--- config.mk ---
export PLATFORM = sky130hd
export DESIGN_NAME = fifo_wr_rr_arbiter
export DESIGN_NICKNAME = d
export VERILOG_FILES = /design/src/rtl/fifo_arb_pkg.sv /design/src/rtl/rr_priority_pick.sv /design/src/rtl/fifo_wr_rr_arbiter.sv
export SDC_FILE = /design/constraint.sdc
export NUM_CORES = 1
export LEC_CHECK = 0
export CAP_MARGIN = 5
export CORE_AREA = 2 2 291 293
export CTS_CLUSTER_SIZE = 24
export DETAILED_ROUTE_END_ITERATION = 8
export DIE_AREA = 0 0 293 295
export GPL_TIMING_DRIVEN = 0
export SYNTH_ARGS = -nofsm -noshare
export SYNTH_HDL_FRONTEND = slang
export SYNTH_SLANG_ARGS = --single-unit
export TNS_END_PERCENT = 1
--- constraint.sdc ---
create_clock -name clock -period 3.3 [get_ports clock]
set_clock_uncertainty 0.05 [all_clocks]
set_input_delay 0.99 -clock clock [delete_from_list [all_inputs] [get_ports clock]]
set_output_delay 0.99 -clock clock [all_outputs]
set_load 0.01 [all_outputs]
--- src/rtl/fifo_arb_pkg.sv ---
// Shared types and helpers for the FIFO write-port round-robin arbiter.
package fifo_arb_pkg;

    typedef enum logic {
        IDLE = 1'b0,
        LOCK = 1'b1
    } arb_state_e;

    // A src_id field is never narrower than one bit, even for two requesters.
    function automatic int clog2_min1(input int n);
        return (n <= 2) ? 1 : $clog2(n);
    endfunction

endpackage

--- src/rtl/rr_priority_pick.sv ---
// Rotating-priority search: returns the first set request at or after ptr, wrapping modulo NUM.
module rr_priority_pick
    import fifo_arb_pkg::*;
#(
    parameter  int NUM = 4,
    localparam int IDW = clog2_min1(NUM)
) (
    input  logic [NUM-1:0] req,
    input  logic [IDW-1:0] ptr,
    output logic           any,
    output logic [IDW-1:0] idx
);

    function automatic int rot(input logic [IDW-1:0] p, input int k);
        int j;
        j = int'(p) + k;
        return (j >= NUM) ? j - NUM : j;
    endfunction

    // Scan from the farthest offset back to ptr so the nearest requester is the last assignment and wins.
    always_comb begin
        // NOTE: outputs get defaults before the loop so every path assigns them; otherwise a latch is inferred.
        any = 1'b0;
        idx = '0;
        for (int k = NUM - 1; k >= 0; k--) begin
            if (req[rot(ptr, k)]) begin
                any = 1'b1;
                idx = IDW'(rot(ptr, k));
            end
        end
    end

endmodule

--- src/rtl/fifo_wr_rr_arbiter.sv ---
// Packet-granular round-robin sharing of one FIFO write port; each word is tagged {last, src_id, payload}.
module fifo_wr_rr_arbiter
    import fifo_arb_pkg::*;
#(
    parameter  int NUM   = 4,
    parameter  int DSIZE = 144,
    localparam int IDW   = clog2_min1(NUM),
    localparam int PW    = DSIZE - 1 - IDW
) (
    input  logic              clock,
    input  logic              rst_n,
    input  logic [NUM*PW-1:0] s_data,
    input  logic [NUM-1:0]    s_valid,
    input  logic [NUM-1:0]    s_last,
    output logic [NUM-1:0]    s_ready,
    output logic [DSIZE-1:0]  fifo_din,
    output logic              fifo_wr_en,
    input  logic              fifo_full,
    output logic [IDW-1:0]    grant_id,
    output logic              busy,
    output logic [31:0]       pkt_cnt
);

    arb_state_e     state;
    logic [IDW-1:0] rr_ptr;
    logic           pick_any;
    logic [IDW-1:0] pick_idx;
    logic           own_valid;
    logic           own_last;
    logic           accept;

    rr_priority_pick #(.NUM(NUM)) u_pick (
        .req (s_valid),
        .ptr (rr_ptr),
        .any (pick_any),
        .idx (pick_idx)
    );

    assign own_valid  = s_valid[grant_id];
    assign own_last   = s_last[grant_id];
    assign accept     = (state == LOCK) && !fifo_full && own_valid;
    assign fifo_wr_en = accept;
    // The data path is a pure mux on the owner; non-owner data never reaches the FIFO.
    assign fifo_din   = {own_last, grant_id, s_data[int'(grant_id) * PW +: PW]};

    always_comb begin
        s_ready = '0;
        if (state == LOCK && !fifo_full) begin
            s_ready[grant_id] = 1'b1;
        end
    end

    always_ff @(posedge clock or negedge rst_n) begin
        if (!rst_n) begin
            state    <= IDLE;
            rr_ptr   <= '0;
            grant_id <= '0;
            busy     <= 1'b0;
            pkt_cnt  <= '0;
        end else begin
            // NOTE: non-blocking assignments so every register samples pre-edge values, independent of statement order.
            case (state)
                IDLE: begin
                    if (pick_any) begin
                        grant_id <= pick_idx;
                        state    <= LOCK;
                        busy     <= 1'b1;
                    end
                end
                LOCK: begin
                    // The grant is held through stalls and valid gaps; only the last beat releases it.
                    if (accept && own_last) begin
                        state   <= IDLE;
                        busy    <= 1'b0;
                        rr_ptr  <= (grant_id == IDW'(NUM - 1)) ? '0 : grant_id + 1'b1;
                        pkt_cnt <= pkt_cnt + 32'd1;
                    end
                end
                default: state <= IDLE;
            endcase
        end
    end

endmodule
==> flow_results.org <==
** Synthesis
- The synthesized design devotes to its leading area cell type 60.2% of total area.
- By area, the combinational part of the netlist is dominated by multiplexers.
- Of all cell types, the one taking the most synthesized area is sky130_fd_sc_hd__mux4_2.
- sky130_fd_sc_hd__mux4_2 is the most common cell in the netlist.
- Fraction of the mapped netlist area in compound gates :: 1.79%
- After Yosys synthesis, XOR and XNOR cells account for 5.11% of the synthesized area.
- In the synthesized netlist, the cells that appear most often are 142 x sky130_fd_sc_hd__mux4_2, 38 x sky130_fd_sc_hd__dfrtp_1, 23 x sky130_fd_sc_hd__xor2_1.
- In this run the cell area of the synthesized design comes to 5310 um^2.
- Avg Synthesized Cell Area :: 14.6 um^2
- Ys Warns :: 0
- Counting flops with a built-in enable in the synthesized netlist gives 0.
- Yosys cell types :: 38
- Of all flip-flops after synthesis, the portion carrying an async set or reset was 100%.
- Number of flip-flops and latches in the synthesized netlist :: 38
- The number of nets in the synthesized netlist is 943.
- Leading post-synthesis cells by cell area :: sky130_fd_sc_hd__mux4_2 60%, sky130_fd_sc_hd__dfrtp_1 18%, sky130_fd_sc_hd__xor2_1 3.8%, sky130_fd_sc_hd__buf_2 1.5%, sky130_fd_sc_hd__nand2_1 1.3%
- The synthesized netlist devotes 1.18% of its cell area to adder and majority cells.
- Mapped Cells :: 363
- Among all flip-flop cells after synthesis, the most frequent one is sky130_fd_sc_hd__dfrtp_1.
- Multiplexer cells account for 60.8% of the synthesized area.
- The share of the Yosys chip area taken by registers is 17.9%.
- Area fraction in and, or, nand and nor cells after synthesis :: 9.02%

** Run status
- Violations in the final reports :: setup timing
- The flow ran to the end, but the final reports show violations.

** Floorplanning
- Area of the core :: 83,200 um^2
- Number of placed I/O pins :: 759
- Starting utilization of the core area :: 6.39%
- Y dimension of the die :: 295 um
- Measured along the x axis, the die boundary spans 293 um.
- The die covers 86,400 um^2.
- Row count :: 106

** Clock network
- Number of clock sinks seen by CTS :: 38
- In this run the deepest clock path goes through 2 buffers.
- Clock tree from TritonCTS :: yes
- Maximum level of the CTS H-tree :: 2
- Hold buffers post-CTS :: 0
- Root buffer cell :: sky130_fd_sc_hd__clkbuf_16
- Inserted Clock Buffers :: 5
- Clock latency on the worst-skew pair, taken at its later pin, is 0.29 ns.
- Clock transition at the registers of the reported paths :: 0.06 ns

** Detailed routing
- Vias after detailed routing :: 7,680
- Dividing the detail-routed wire length by the instance count gives 33.4 um.
- DRT antenna net count :: 0
- Count of TritonRoute iterations in the first routing pass :: 4
- Routed vias/inst :: 3.44
- Wire length reported by the detailed router :: 74.5 mm
- Post-detailed-route DRC marker count :: 0
- The detailed router finished its first iteration with 294 violations.

** STA
- Highest achievable clock rate :: 291 MHz
- Worst-Margin Slew :: 0.601 ns
- Max-slew violation count :: 0
- Minimum setup slack in the final design :: -0.136 ns
- Total negative slack :: -1.29 ns
- Count of endpoints failing setup in the final report :: 19
- Measured against its own limit, the worst slew margin works out to 59.8%.
- The final critical path takes up 104% of the cycle.
- Final number of hold-violating endpoints :: 0
- Unrepaired setup endpoints after global routing :: true
- The smallest clock period supported by the final layout is computed as 3.44 ns.

** Power
- Power density cells :: 547 nW/um^2
- Worst VDD drop :: 0.268 mV
- Power comes to 7.95 mW.
- The analysis attributes to cell leakage a power of 5.39 nW.

** Global routing
- For met1 alone, demand over resource in global routing was 21.1%.
- In the global route stage, met2 resource usage came out at 25.1%.
- Number of global-route vias before repair :: 8,200
- Pin count of the biggest net entering global routing :: 26
- Wire length of the first global-routing pass :: 91.2 mm
- Global routing used 16.5% of the available tracks across all layers.
- Antenna violations before repair :: 85
- For met3 alone, demand over resource in global routing was 8.31%.
- After global routing the overflow that remains totals 0.
- In this run the most used layer during global routing was met2.

** Placed design
- DPL Wire Length :: 69.8 mm
- Number of port buffers :: 758
- The congestion estimate from routability-driven global placement came to 0.910.

** Critical path
- CP endpoint kind :: output pin
- Largest fanout on the critical path :: 1
- Setup Crit Path Kind :: in -> out
- Kind of start point of the critical path :: input pin
- Data on the critical path arrives at its endpoint at 2.40 ns.
- For the worst setup path, the data required time is 2.26 ns.

** Final layout
- After the last flow step, the layout net total stands at 1,711.
- Area growth syn-to-layout :: 174%
- Fraction of layout instances using a drive strength above 1 :: 20.1%

** Min path
- Worst min path class :: reg -> reg

** Run
- Across the run, the number of max-cap violations was 0.
## worst paths after layout
kind / from / end / slack, ns / cells after the start
min in group asynchronous: rst_n / pkt_cnt[19]$_DFFE_PN0P_ / 0.57 / 1
max in group asynchronous: rst_n / grant_id[1]$_DFFE_PN0P_ / 2.15 / 2
min: pkt_cnt[31]$_DFFE_PN0P_ / pkt_cnt[31]$_DFFE_PN0P_ / 0.42 / 1
max reg2reg: pkt_cnt[0]$_DFFE_PN0P_ / pkt_cnt[24]$_DFFE_PN0P_ / 1.16 / 6
max: s_data[127] / fifo_din[127] / -0.14 / 3
min reg2reg: pkt_cnt[31]$_DFFE_PN0P_ / pkt_cnt[31]$_DFFE_PN0P_ / 0.42 / 1
## where the power goes
part	switching, mW	internal (mW)	leakage, nW	total (mW)
Combinational	3.31	3.38	4.79	6.69
Clock	0.215	0.435	0.0941	0.650
Sequential	0.0842	0.523	0.505	0.607
Total	3.61	4.34	5.39	7.95
## critical path, stage by stage
cell	delay [ns]
sky130_fd_sc_hd__clkdlybuf4s50_1	0.42
sky130_fd_sc_hd__mux4_2	0.49
sky130_fd_sc_hd__dlygate4sd2_1	0.48
## logic make-up (layout without fill, tap and decap cells)
kind of cell               count (synthesis)  in the layout
muxes                                    145            145
and+or+nand+nor                           84             84
buffers and inverters                     47            816
DFF                                       38             38
xor gates and xnor gates                  31             31
AOI/OAI and AO/OA                         13             13
adders and majority gates                  5              5
other                                      0             22
## state kept, by name (all words and copies together), names as in the netlist
register / count
busy: 1
rr_ptr: 2
state: 1
grant_id: 2
pkt_cnt: 32
## area by class of cell
class | instances | area [um^2]
repair buffers | 761 | 7410
plain buffers | 37 | 397
well taps | 1080 | 1350
clock inverters | 3 | 68.8
clock buffers | 5 | 125
multi-input cells | 278 | 4140
inverters | 10 | 37.5
fillers | 9141 | 68600
flip-flops and latches | 38 | 953
diodes | 22 | 55.1
## what timing repair did
action / 4_1_cts / 5_1_grt
pin swaps: 0 / 1
setup endpoints to repair: 148 / 51
resized for setup: 310 / 41
buffers inserted: 2 / 0
## routing by layer
metal	up-vias	wire, um
li1	3138	-
met1	3809	31400
met2	580	31900
met3	125	9630
met4	28	1400
met5	-	166
## placed cells by master (no fill, tap or decap), drive strengths merged, types with 19 or more instances in the layout
cell type,count
clkbuf,25
dlygate4sd2,131
xor2,23
clkdlybuf4s15,29
mux4,142
buf,39
diode,22
nand2,19
clkdlybuf4s50,567
dfrtp,38
## stage by stage
step           worst slack [ns]  util [%]  hold WS [ns]  instance area [um^2]  std cells
6_report                 -0.136      17.5         0.423                 14500       2234
5_1_grt                  -0.168      17.4         0.450                 14500       2221
4_1_cts                  -0.159      17.4         0.436                 14500       2212
3_5_place_dp              -1.74      17.2         0.427                 14300       2202
3_3_place_gp              -1.75      17.1         0.413                 14200       2201
2_1_floorplan             0.493         -         0.451                  5310        363
Note: power is estimated with default switching activity, not from simulation.
